### src/rtl/alu_pkg.sv
// Shared types and widths for the ALU and the two-requester arbiter in front of it.
package alu_pkg;

  localparam int ALU_W = 8;

  typedef enum logic [1:0] {
    ALU_AND = 2'b00,
    ALU_OR  = 2'b01,
    ALU_ADD = 2'b10,
    ALU_SUB = 2'b11
  } alu_op_t;

  typedef enum logic [1:0] {
    IDLE,
    EXEC,
    RESP
  } arb_state_t;

endpackage

### src/rtl/alu.sv
// Combinational 8-bit ALU: and / or / add / sub, results wrap modulo 2^8.
module alu
  import alu_pkg::*;
(
  input  logic [ALU_W-1:0] a,
  input  logic [ALU_W-1:0] b,
  input  logic [1:0]       ALUControl,
  output logic [ALU_W-1:0] ALUResult
);

  always_comb begin
    ALUResult = '0;
    case (alu_op_t'(ALUControl))
      ALU_AND: ALUResult = a & b;
      ALU_OR:  ALUResult = a | b;
      ALU_ADD: ALUResult = a + b;
      ALU_SUB: ALUResult = a - b;
      default: ALUResult = '0;
    endcase
  end

endmodule

### src/rtl/alu_arbiter.sv
// Round-robin front end that shares one alu between two valid/ready requesters,
// holding each registered result until its owner consumes it.
module alu_arbiter
  import alu_pkg::*;
#(
  parameter int RR_START = 0
)
(
  input  logic                  clk,
  input  logic                  reset,
  input  logic [1:0]            req_valid,
  output logic [1:0]            req_ready,
  input  logic [1:0][ALU_W-1:0] req_a,
  input  logic [1:0][ALU_W-1:0] req_b,
  input  logic [1:0][1:0]       req_op,
  output logic [1:0]            rsp_valid,
  input  logic [1:0]            rsp_ready,
  output logic [ALU_W-1:0]      rsp_result,
  output logic                  rsp_zero,
  output logic                  busy
);

  localparam logic RR_FIRST = (RR_START != 0);

  arb_state_t       state;
  arb_state_t       next_state;
  logic             last_grant;
  logic             gid;
  logic             pick;
  logic             accept;
  logic             consume;
  logic [ALU_W-1:0] op_a;
  logic [ALU_W-1:0] op_b;
  alu_op_t          op_code;
  logic [ALU_W-1:0] alu_result;

  // On contention the requester that was not served last wins.
  always_comb begin
    pick = 1'b0;
    if (&req_valid) begin
      pick = ~last_grant;
    end else if (req_valid[1]) begin
      pick = 1'b1;
    end
  end

  always_comb begin
    next_state = state;
    req_ready  = 2'b00;
    accept     = 1'b0;
    consume    = 1'b0;
    case (state)
      IDLE: begin
        if (|req_valid) begin
          req_ready[pick] = 1'b1;
          accept          = 1'b1;
          next_state      = EXEC;
        end
      end
      EXEC: next_state = RESP;
      RESP: begin
        if (rsp_ready[gid]) begin
          consume    = 1'b1;
          next_state = IDLE;
        end
      end
      default: next_state = IDLE;
    endcase
  end

  always_ff @(posedge clk) begin
    if (reset) begin
      state <= IDLE;
    end else begin
      state <= next_state;
    end
  end

  always_ff @(posedge clk) begin
    if (reset) begin
      last_grant <= ~RR_FIRST;
      gid        <= 1'b0;
      op_a       <= '0;
      op_b       <= '0;
      op_code    <= ALU_AND;
      rsp_valid  <= 2'b00;
      rsp_result <= '0;
      rsp_zero   <= 1'b0;
    end else begin
      if (accept) begin
        gid     <= pick;
        op_a    <= req_a[pick];
        op_b    <= req_b[pick];
        op_code <= alu_op_t'(req_op[pick]);
      end
      if (state == EXEC) begin
        rsp_result <= alu_result;
        rsp_zero   <= (alu_result == '0);
        rsp_valid  <= gid ? 2'b10 : 2'b01;
      end
      if (consume) begin
        rsp_valid  <= 2'b00;
        last_grant <= gid;
      end
    end
  end

  alu u_alu (
    .a          (op_a),
    .b          (op_b),
    .ALUControl (op_code),
    .ALUResult  (alu_result)
  );

  assign busy = (state != IDLE);

endmodule

### config.mk
export PLATFORM = sky130hd
export DESIGN_NAME = alu_arbiter
export DESIGN_NICKNAME = d
export VERILOG_FILES = /design/src/rtl/alu_pkg.sv /design/src/rtl/alu.sv /design/src/rtl/alu_arbiter.sv
export SDC_FILE = /design/constraint.sdc
export NUM_CORES = 1
export LEC_CHECK = 0
export CORE_MARGIN = 4
export CORE_UTILIZATION = 49
export CTS_CLUSTER_DIAMETER = 40
export DETAILED_ROUTE_END_ITERATION = 6
export PLACE_DENSITY = 0.8
export SLEW_MARGIN = 25
export SYNTH_ARGS = -nofsm -noshare
export SYNTH_HDL_FRONTEND = slang
export SYNTH_SLANG_ARGS = --single-unit
### constraint.sdc
create_clock -name clk -period 3 [get_ports clk]
set_clock_uncertainty 0.1 [all_clocks]
set_input_delay 0.75 -clock clk [delete_from_list [all_inputs] [get_ports clk]]
set_output_delay 0.75 -clock clk [all_outputs]
set_load 0.005 [all_outputs]
==> metrics, run 1 <==
sum of negative setup slack 0 ps; Routed WL 5.11 mm; Slew Viols, Final 0; hpwl dp 3.86 mm; register area 668 sq um; status completed; Synth Net Count 306; worst slew pin tran 544 ps; asr flop ratio synth 0%; GPL Wtd Cong 0.804; Yosys warnings 0; Slew HR 63.6%; RR Endpoint rsp_result[7]; Worst R2R Setup Slack 130 ps; hold_ws 355 ps; DR iter-0 viols 106; clock latency on the worst-skew pair 280 ps; Non-Filler Cell Area, Final 0.00297 sq mm; Lkg Pwr 0.00115 uW; post-synth top area share 30.9%; global-route wire length before repair 8.38 mm; Hold Startpoint rsp_zero; Worst Hold Depth 2; number of synthesized flops with an enable pin 0; Cell Area, Synth 0.00214 sq mm; most frequent cells in the layout clkdlybuf4s50_1, nor2_1, dfxtp_1; syn_area_per_cell 8.46 sq um; max-cap viol count 0; Vias/cell 5.56; starting density of the core 52.0%; Fmax 340 MHz; ys flop type dfxtp_1; # clock sinks 33; synthesized instance count 253; Antenna Cells 0; crit path DAT 2090 ps; # hold bufs at CTS 0; Row Count 23; power density cells 568 mW/mm^2; Yosys reg bits 33; CTS root buffer clkbuf_8; Tcrit/Tclk final 98.1%; Buffers on Ports 55; # H-tree levels 2; drt wl/cell 14.0 um; die extent in y 74.1 um; final setup fails 0; drt pass-1 iters 4; area of the multi-input gates 0.00146 sq mm; CORE AREA 0.00412 sq mm; final hold vios 0; vias in the first global route 1912; CP Class in2out; Nets 367; final worst path period need 2940 ps; CP Max Fanout 4; post-route ant nets 0; Min-Delay Path Class reg2reg; GRT Total Usage 19.4%; pin count of the biggest net entering global routing 37; Worst Hold Path EP rsp_zero; Max clock buf depth 2; DR vias 2030; CTS buffer count 5; reg2reg start op_b[0]; CTS clock-pin slew for the worst setup and hold paths 70 ps; area grow syn2layout 38.7%; CTS tree yes; Post-Place Cell Area 0.00278 sq mm; commonest non-fill, non-tap cell in the layout clkdlybuf4s50_1; IR Drop Worst-Case VDD 304 uV; fill count 319; layout cells sized above 1 12.4%; die area 0.00549 sq mm; post-synth top area cell dfxtp_1; Worst R2R Path Depth 12; # IOs 56; Worst setup SP type input pin; Setup crit end kind output port; total gr overflow 0; Netlist cell types 43; initial antenna violation count 0; sequential-to-total area share from yosys stat 30.9%; Die X 74.1 um; CP required 2150 ps; DRC 0; synth top area cells dfxtp_1, mux2i_1, a211oi_1, nor2_1, ha_1
-- worst max-delay path, stage by stage --
cell             delay [ps]
clkdlybuf4s50_1         480
a21boi_4                200
and2_4                  160
clkdlybuf4s50_1         500
-- kinds of logic (layout without fill, tap and decap cells) --
group | after synthesis | count (layout) | synth area share (%)
AO/OA/AOI/OAI | 68 | 68 | 23.1
XOR/XNOR | 8 | 8 | 3.92
adder cells (fa/ha/maj) | 17 | 17 | 9.59
buffers and inverters | 19 | 81 | 3.80
flip-flops | 33 | 33 | 30.9
multiplexers | 22 | 22 | 10.3
AND/OR/NAND/NOR | 86 | 86 | 18.4
-- cell usage after synthesis (all sizes together), types with 4 or more instances --
cell type	n
xnor2	4
ha	10
o21ai	12
clkbuf	11
nor2	50
a21oi	8
dfxtp	33
mux2i	22
inv	6
maj3	6
a211oi	28
nor3	4
nand2	10
nand2b	5
-- worst max-delay path by stage --
stage,startpoint,slack (ps),end
floorplan,op_code[1],280,rsp_result[7]
global placement,req_valid[1],40,req_ready[1]
detailed placement,req_valid[1],20,req_ready[1]
CTS,req_valid[1],10,req_ready[1]
global route,op_b[0],-30,rsp_result[7]
finish,req_valid[0],60,req_ready[1]
-- state kept, by name, indices dropped and copies added, names as in the netlist --
signal      cells
last_grant      1
op_b            8
state           2
op_a            8
rsp_valid       2
rsp_zero        1
gid             1
rsp_result      8
op_code         2
-- per-stage QoR --
step	util, %	worst slack, ps	instances	total power [uW]
after floorplan	-	281	253	988
after detailed placement	67.5	15.5	355	1200
final	72.2	55.5	365	1690
after global placement	67.5	40.0	355	1180
after global routing	72.2	-26.9	365	1800
after CTS	70.3	13.8	363	1630
-- power breakdown --
group	internal (uW)	switching [uW]	total (uW)
clock network	271	162	433
logic	355	346	701
registers	491	62.7	554
-- what timing repair did --
action                                  CTS  global route
buffers inserted                          0             2
endpoints found under the setup margin    0             3
gates resized for setup                   0            19
-- cell type report --
cell class	count	area share (%)
Timing Repair Buffer	67	21.7
Multi-Input combinational cell	201	49.1
Clock buffer	7	2.91
Clock inverter	1	1.01
Sequential cell	33	22.5
Tap cell	50	2.11
Inverter	6	0.758
-- layer usage --
layer  up-vias  routed length (um)  track usage (%)
li1       1046                   -                -
met4         0                 114             7.04
met5         -                   0                0
met3        10                 227             4.46
met1       926                2330             24.3
met2        48                2440             32.4
No activity file was read; power rests on OpenSTA's default activity.
==> run 2, diff against run 1 <==
--- a/config.mk
+++ b/config.mk
@@ -6,10 +6,10 @@
 export NUM_CORES = 1
 export LEC_CHECK = 0
 export CORE_MARGIN = 4
-export CORE_UTILIZATION = 49
+export CORE_UTILIZATION = 53
 export CTS_CLUSTER_DIAMETER = 40
 export DETAILED_ROUTE_END_ITERATION = 6
-export PLACE_DENSITY = 0.8
+export PLACE_DENSITY = 0.86
 export SLEW_MARGIN = 25
 export SYNTH_ARGS = -nofsm -noshare
 export SYNTH_HDL_FRONTEND = slang
==> constraint.sdc (replaced) <==
create_clock -name clk -period 3.4 [get_ports clk]
set_clock_uncertainty 0.1 [all_clocks]
set_input_delay 0.85 -clock clk [delete_from_list [all_inputs] [get_ports clk]]
set_output_delay 0.85 -clock clk [all_outputs]
set_load 0.005 [all_outputs]
==> run 2 against run 1 <==
Routed wire length fell by 0.41%. Cell count decreased by 2.2%. Largest cell class unchanged. Clock power grew 3%. Global-route usage is 1.3 points higher. Highest routed layer unchanged. Critical path type unchanged.
==> metrics, run 2 (synthesized netlist as in run 1, its figures left out) <==
post-route ant nets 0 (unchanged); commonest non-fill, non-tap cell in the layout clkdlybuf4s50_1; Final Core Density 76.4% (+4.2 points); die area 0.00512 sq mm (-6.8%); clock latency on the worst-skew pair 290 ps (about the same); P_sw 493 uW (-14%); Nets 361 (-1.6%); Tcrit/Tclk final 94.5%; Seq pwr share 32.3% (-0.5 points); met2 routed WL 2.51 mm (+3.1%); # IOs 56 (unchanged); pin count of the biggest net entering global routing 37 (unchanged); die extent in y 71.6 um (-3.4%); DR iter-0 viols 109 (+2.8%); Lkg Pwr 0.00111 uW (-3.9%); GRT Total Usage 20.7% (+1.3 points); CTS clock-pin slew for the worst setup and hold paths 80 ps (about the same); Buffers on Ports 55 (unchanged); Slew Viols, Final 0 (unchanged); Worst R2R Setup Slack 360 ps (+230 ps); # hold bufs at CTS 0 (unchanged); hold_ws 352 ps (-3.39 ps); Worst setup SP type input pin; met3 routed WL 277 um (+22%); most frequent cells in the layout clkdlybuf4s50_1, nor2_1, dfxtp_1; DRC 0 (unchanged); Worst R2R Path Depth 12 (unchanged); Die X 71.6 um (-3.4%); Setup crit end kind output port; Worst Hold Depth 2 (unchanged); starting density of the core 56.8% (+4.7 points); RSZ-0062 raised after global routing no; power density cells 520 mW/mm^2 (-8.5%); switch share 32.9% (-0.91 points); worst slew pin tran 926 ps (+382 ps); global-route wire length before repair 8.47 mm (+1.1%); initial antenna violation count 0 (unchanged); reg2reg start op_b[1]; Min-Delay Path Class reg2reg; CP Max Fanout 4 (unchanged); drt wl/cell 14.3 um (+1.8%); Fmax 311 MHz; CTS root buffer clkbuf_8; Worst Hold Path EP rsp_zero; final hold vios 0 (unchanged); largest registers op_a x8, op_b x8, rsp_result x8; Routed WL 5.09 mm (-0.41%); CTS tree yes; Antenna Cells 0 (unchanged); # H-tree levels 2 (unchanged); CP Class in2out; total gr overflow 0 (unchanged); final worst path period need 3210 ps; area grow syn2layout 34.6%; drt pass-1 iters 4 (unchanged); layout cells sized above 1 6.47% (-5.9 points); CP required 2450 ps (+300 ps); Setup Buffers After CTS 0 (unchanged); # clock sinks 33 (unchanged); RR Endpoint rsp_result[7]; Max clock buf depth 2 (unchanged); DR vias 2048 (+0.89%); CTS buffer count 5 (unchanged); final setup fails 0 (unchanged); P_int 1010 uW (-10%); Slew HR 38.1% (-25 points); max-cap viol count 0 (unchanged); CORE AREA 0.00377 sq mm (-8.4%); sum of negative setup slack 0 ps (unchanged); combinational share of power 37.8% (-3.7 points); DR top layer met4; crit path DAT 2260 ps (+170 ps); met1 wire length 2.23 mm (-4.2%); Hold Startpoint rsp_zero; IR Drop Worst-Case VDD 485 uV (+60%); hpwl dp 3.84 mm (-0.57%); GPL Wtd Cong 0.889 (+11%); Vias/cell 5.74 (+3.1%); clock power share 29.9% (+4.2 points); Row Count 22 (-4.3%); PostCTS Resize Cnt 0 (unchanged); vias in the first global route 1900 (-0.63%); status completed
## run 2: per-layer routing
metal	up-vias	track usage [%]
met5	-	0
met4	0	6.68
met3	7	5.89
met2	70	35.2
met1	931	24.9
li1	1040	-
## run 2: metrics by stage
stage	cells	power [uW]	instance area, sq um	worst slack [ps]
floorplan	253	871	2140	681
global placement	349	1030	2740	247
detailed placement	349	1050	2740	192
CTS	357	1500	2880	188
global route	357	1600	2880	38.9
finish	357	1500	2880	189
## run 2: worst max-delay path: stages
cell             delay (ps)
clkdlybuf4s50_1         440
a21boi_2                190
buf_4                   170
nor2_1                  110
clkdlybuf4s50_1         510
## run 2: layout make-up
type	count	area, sq um
Clock inverter	3	68.8
Inverter	6	22.5
Multi-Input combinational cell	201	1410
Timing Repair Buffer	61	596
Sequential cell	33	661
Fill cell	268	890
Tap cell	48	60.1
Clock buffer	5	68.8
## run 2: worst max-delay path by stage
stage | from | endpoint | slack [ps] | depth (start not counted)
6_report | req_valid[1] | req_ready[0] | 190 | 5
5_1_grt | op_b[1] | rsp_result[7] | 40 | 12
4_1_cts | req_valid[1] | req_ready[0] | 190 | 5
3_5_place_dp | req_valid[1] | req_ready[0] | 190 | 5
3_3_place_gp | req_valid[1] | req_ready[0] | 250 | 5
2_1_floorplan | op_code[1] | rsp_result[7] | 680 | 12
## run 2: power by group through the flow
stage / sequential (uW) / combinational, uW / clock, uW
floorplan: 481 / 390 / 0
global placement: 489 / 540 / 0
detailed placement: 492 / 557 / 0
CTS: 484 / 563 / 454
global route: 493 / 631 / 473
finish: 485 / 566 / 448
==> run 3, diff against run 2 <==
--- a/config.mk
+++ b/config.mk
@@ -5,7 +5,8 @@
 export SDC_FILE = /design/constraint.sdc
 export NUM_CORES = 1
 export LEC_CHECK = 0
-export CORE_MARGIN = 4
+export ABC_AREA = 1
+export CORE_MARGIN = 3
 export CORE_UTILIZATION = 53
 export CTS_CLUSTER_DIAMETER = 40
 export DETAILED_ROUTE_END_ITERATION = 6
==> run 3 against run 2 <==
Clock power decreased by 21%. Routed wire length grew 5.3%. Total power is 11% lower. Clock-buffer cell count unchanged. Synthesized area shrank 0.70%. Flip-flop and latch count unchanged. Largest power group unchanged. Maximum frequency up 1.4%. Utilization fell by 1.9 points. Sequential share of layout area grew 0.59 points. Cell area decreased by 2.5%. Setup slack improved by 44 ps. Hold slack better by 26 ps.
==> metrics, run 3 <==
PostCTS Resize Cnt 0 (unchanged); hpwl dp 4.23 mm (+10%); CTS tree yes; asr flop ratio synth 0% (unchanged); clock power share 26.6% (-3.3 points); crit-path cells clkdlybuf4s50_1 > nand2_1 > nand2_1 > inv_1 > nor2_1 > clkdlybuf4s50_1; sequential-to-total area share from yosys stat 31.1% (+0.22 points); Nets 427 (+18%); post-synth top area share 31.1% (+0.22 points); Max clock buf depth 2 (unchanged); starting density of the core 56.4% (-0.40 points); DR vias 2251 (+9.9%); initial antenna violation count 0 (unchanged); die area 0.00481 sq mm (-6.1%); layout cells sized above 1 5.88% (-0.59 points); # hold bufs at CTS 0 (unchanged); CP top delay family buffers and inverters; crit path DAT 2220 ps (-40 ps); top-count cell post-synth nand2_1; synthesized instance count 320 (+26%); Lkg Pwr 0.00126 uW (+14%); vias in the first global route 2018 (+6.2%); Seq pwr share 35.2% (+2.9 points); Synth Net Count 373 (+22%); RSZ-0062 raised after global routing no; Slew Viols, Final 0 (unchanged); status completed; commonest non-fill, non-tap cell in the layout nand2_1; post-synth top area cell dfxtp_1; IR Drop Worst-Case VDD 348 uV (-28%); largest registers op_a x8, op_b x8, rsp_result x8; fin cells 422 (+18%); reg2reg start op_b[0]; Hold Startpoint rsp_zero; Worst Hold Depth 2 (unchanged); Post-synth top cells nand2_1, inv_1, dfxtp_1; Yosys warnings 0 (unchanged); final setup fails 0 (unchanged); Worst R2R Path Depth 17 (+5); final hold vios 0 (unchanged); CTS clock-pin slew for the worst setup and hold paths 60 ps (-20 ps); Setup Buffers After CTS 0 (unchanged); area grow syn2layout 32.1%; Die X 69.3 um (-3.1%); DR iter-0 viols 171 (+57%); CP required 2450 ps (about the same); Row Count 22 (unchanged); most frequent cells in the layout nand2_1, clkdlybuf4s50_1, inv_1; Vias/cell 5.33 (-7.0%); Tcrit/Tclk final 93.2% (-1.3 points); GPL Wtd Cong 0.900 (+1.3%); switch share 34.7% (+1.8 points); Worst setup SP type input pin; Antenna Cells 0 (unchanged); power density cells 475 mW/mm^2 (-8.7%); number of synthesized flops with an enable pin 0 (unchanged); Buffers on Ports 55 (unchanged); P_int 871 uW (-13%); Fmax 316 MHz (+1.4%); CTS buffer count 5 (unchanged); combinational share of power 38.2% (+0.4 points); P_sw 463 uW (-6.1%); Routed WL 5.36 mm (+5.3%); drt wl/cell 12.7 um (-11%); Buf/Inv on CP 3 (unchanged); sum of negative setup slack 0 ps (unchanged); final worst path period need 3170 ps (-44.1 ps); GRT Total Usage 22.7% (+2.1 points); CP Class in2out; drt pass-1 iters 4 (unchanged); synth top area cells dfxtp_1, nand2_1, a21oi_1, inv_1, o21bai_1; DRC 0 (unchanged); # placed instances 415 (+19%); Cell Area, Synth 0.00213 sq mm (-0.70%); post-route ant nets 0 (unchanged); max-cap viol count 0 (unchanged); CP max stage delay 520 ps (about the same); clock latency on the worst-skew pair 290 ps (about the same); CP max stage cell clkdlybuf4s50_1; global-route wire length before repair 9.07 mm (+7.1%); # IOs 56 (unchanged); CP Max Fanout 3 (-1); Setup crit end kind output port; # clock sinks 33 (unchanged); syn_area_per_cell 6.64 sq um (-21%); # H-tree levels 2 (unchanged); die extent in y 69.3 um (-3.1%); Yosys reg bits 33 (unchanged); Stages on worst setup path 6 (+1); CTS root buffer clkbuf_8; worst setup path startpoint req_valid[0]; Netlist cell types 29 (-33%); Slew HR 41.7% (+3.5 points); CORE AREA 0.00377 sq mm (unchanged); Min-Delay Path Class reg2reg; total gr overflow 0 (unchanged); pin count of the biggest net entering global routing 21 (-43%); worst slew pin tran 872 ps (-54.4 ps); ys flop type dfxtp_1
==> run 3: cell types whose count changed after synthesis, sizes merged, moves of 15 or more <==
cell	change
nand2	+64
inv	+32
a211oi	-28
a21oi	+22
mux2i	-22
o21ai	+19
nor2	-16
nand3	+15
o21bai	+15
==> run 3: tightest hold or removal path, cell delays in order, from the launching register on <==
cell and delay [ps]:
dfxtp_1 310, nand2_1 80, a21oi_2 50
==> run 3: power by group through the flow <==
stage          clock network [uW]  logic, uW  registers (uW)
4_1_cts                       358        509             469
6_report                      355        509             470
5_1_grt                       378        579             475
3_3_place_gp                    0        489             476
2_1_floorplan                   0        353             464
3_5_place_dp                    0        506             477
==> run 3: final cells by class <==
class	instances	area [sq um]
fill	309	962
clock inverter	2	35.0
multi-input combinational	236	1250
sequential	33	661
inverter	38	143
clock buffer	5	68.8
tap	48	60.1
timing repair buffer	60	588
==> run 3: cell families after synthesis <==
kind of cell,Yosys count,synth area share (%)
xor+xnor,6,2.47
flops,33,31.1
fa+ha+maj,11,6.83
buf+inv,51,9.95
compound gates,88,24.0
simple gates,131,25.7
==> run 3: through the flow <==
| stage | worst slack (ps) | instance area [sq um] | hold WS, ps | power, uW | utilization, % |
|---|---|---|---|---|---|
| 2_1_floorplan | 980 | 2130 | 346 | 817 | - |
| 3_3_place_gp | 251 | 2710 | 354 | 965 | 71.7 |
| 3_5_place_dp | 216 | 2710 | 369 | 983 | 71.7 |
| 4_1_cts | 204 | 2810 | 379 | 1340 | 74.5 |
| 5_1_grt | 133 | 2810 | 393 | 1430 | 74.5 |
| 6_report | 233 | 2810 | 378 | 1330 | 74.5 |
==> run 3: final timing paths <==
check	slack (ps)	endpoint
worst max-delay path	230	req_ready[0]
worst min-delay path	380	rsp_zero
worst max register to register	960	rsp_zero
worst min register to register	380	rsp_zero
==> run 3: per-layer routing <==
layer	vias up	track usage [%]	share of wire, %
met1	1023	29.0	46
li1	1155	-	-
met5	-	0	0
met3	6	6.23	5.5
met2	67	37.9	48
met4	0	5.42	0.67
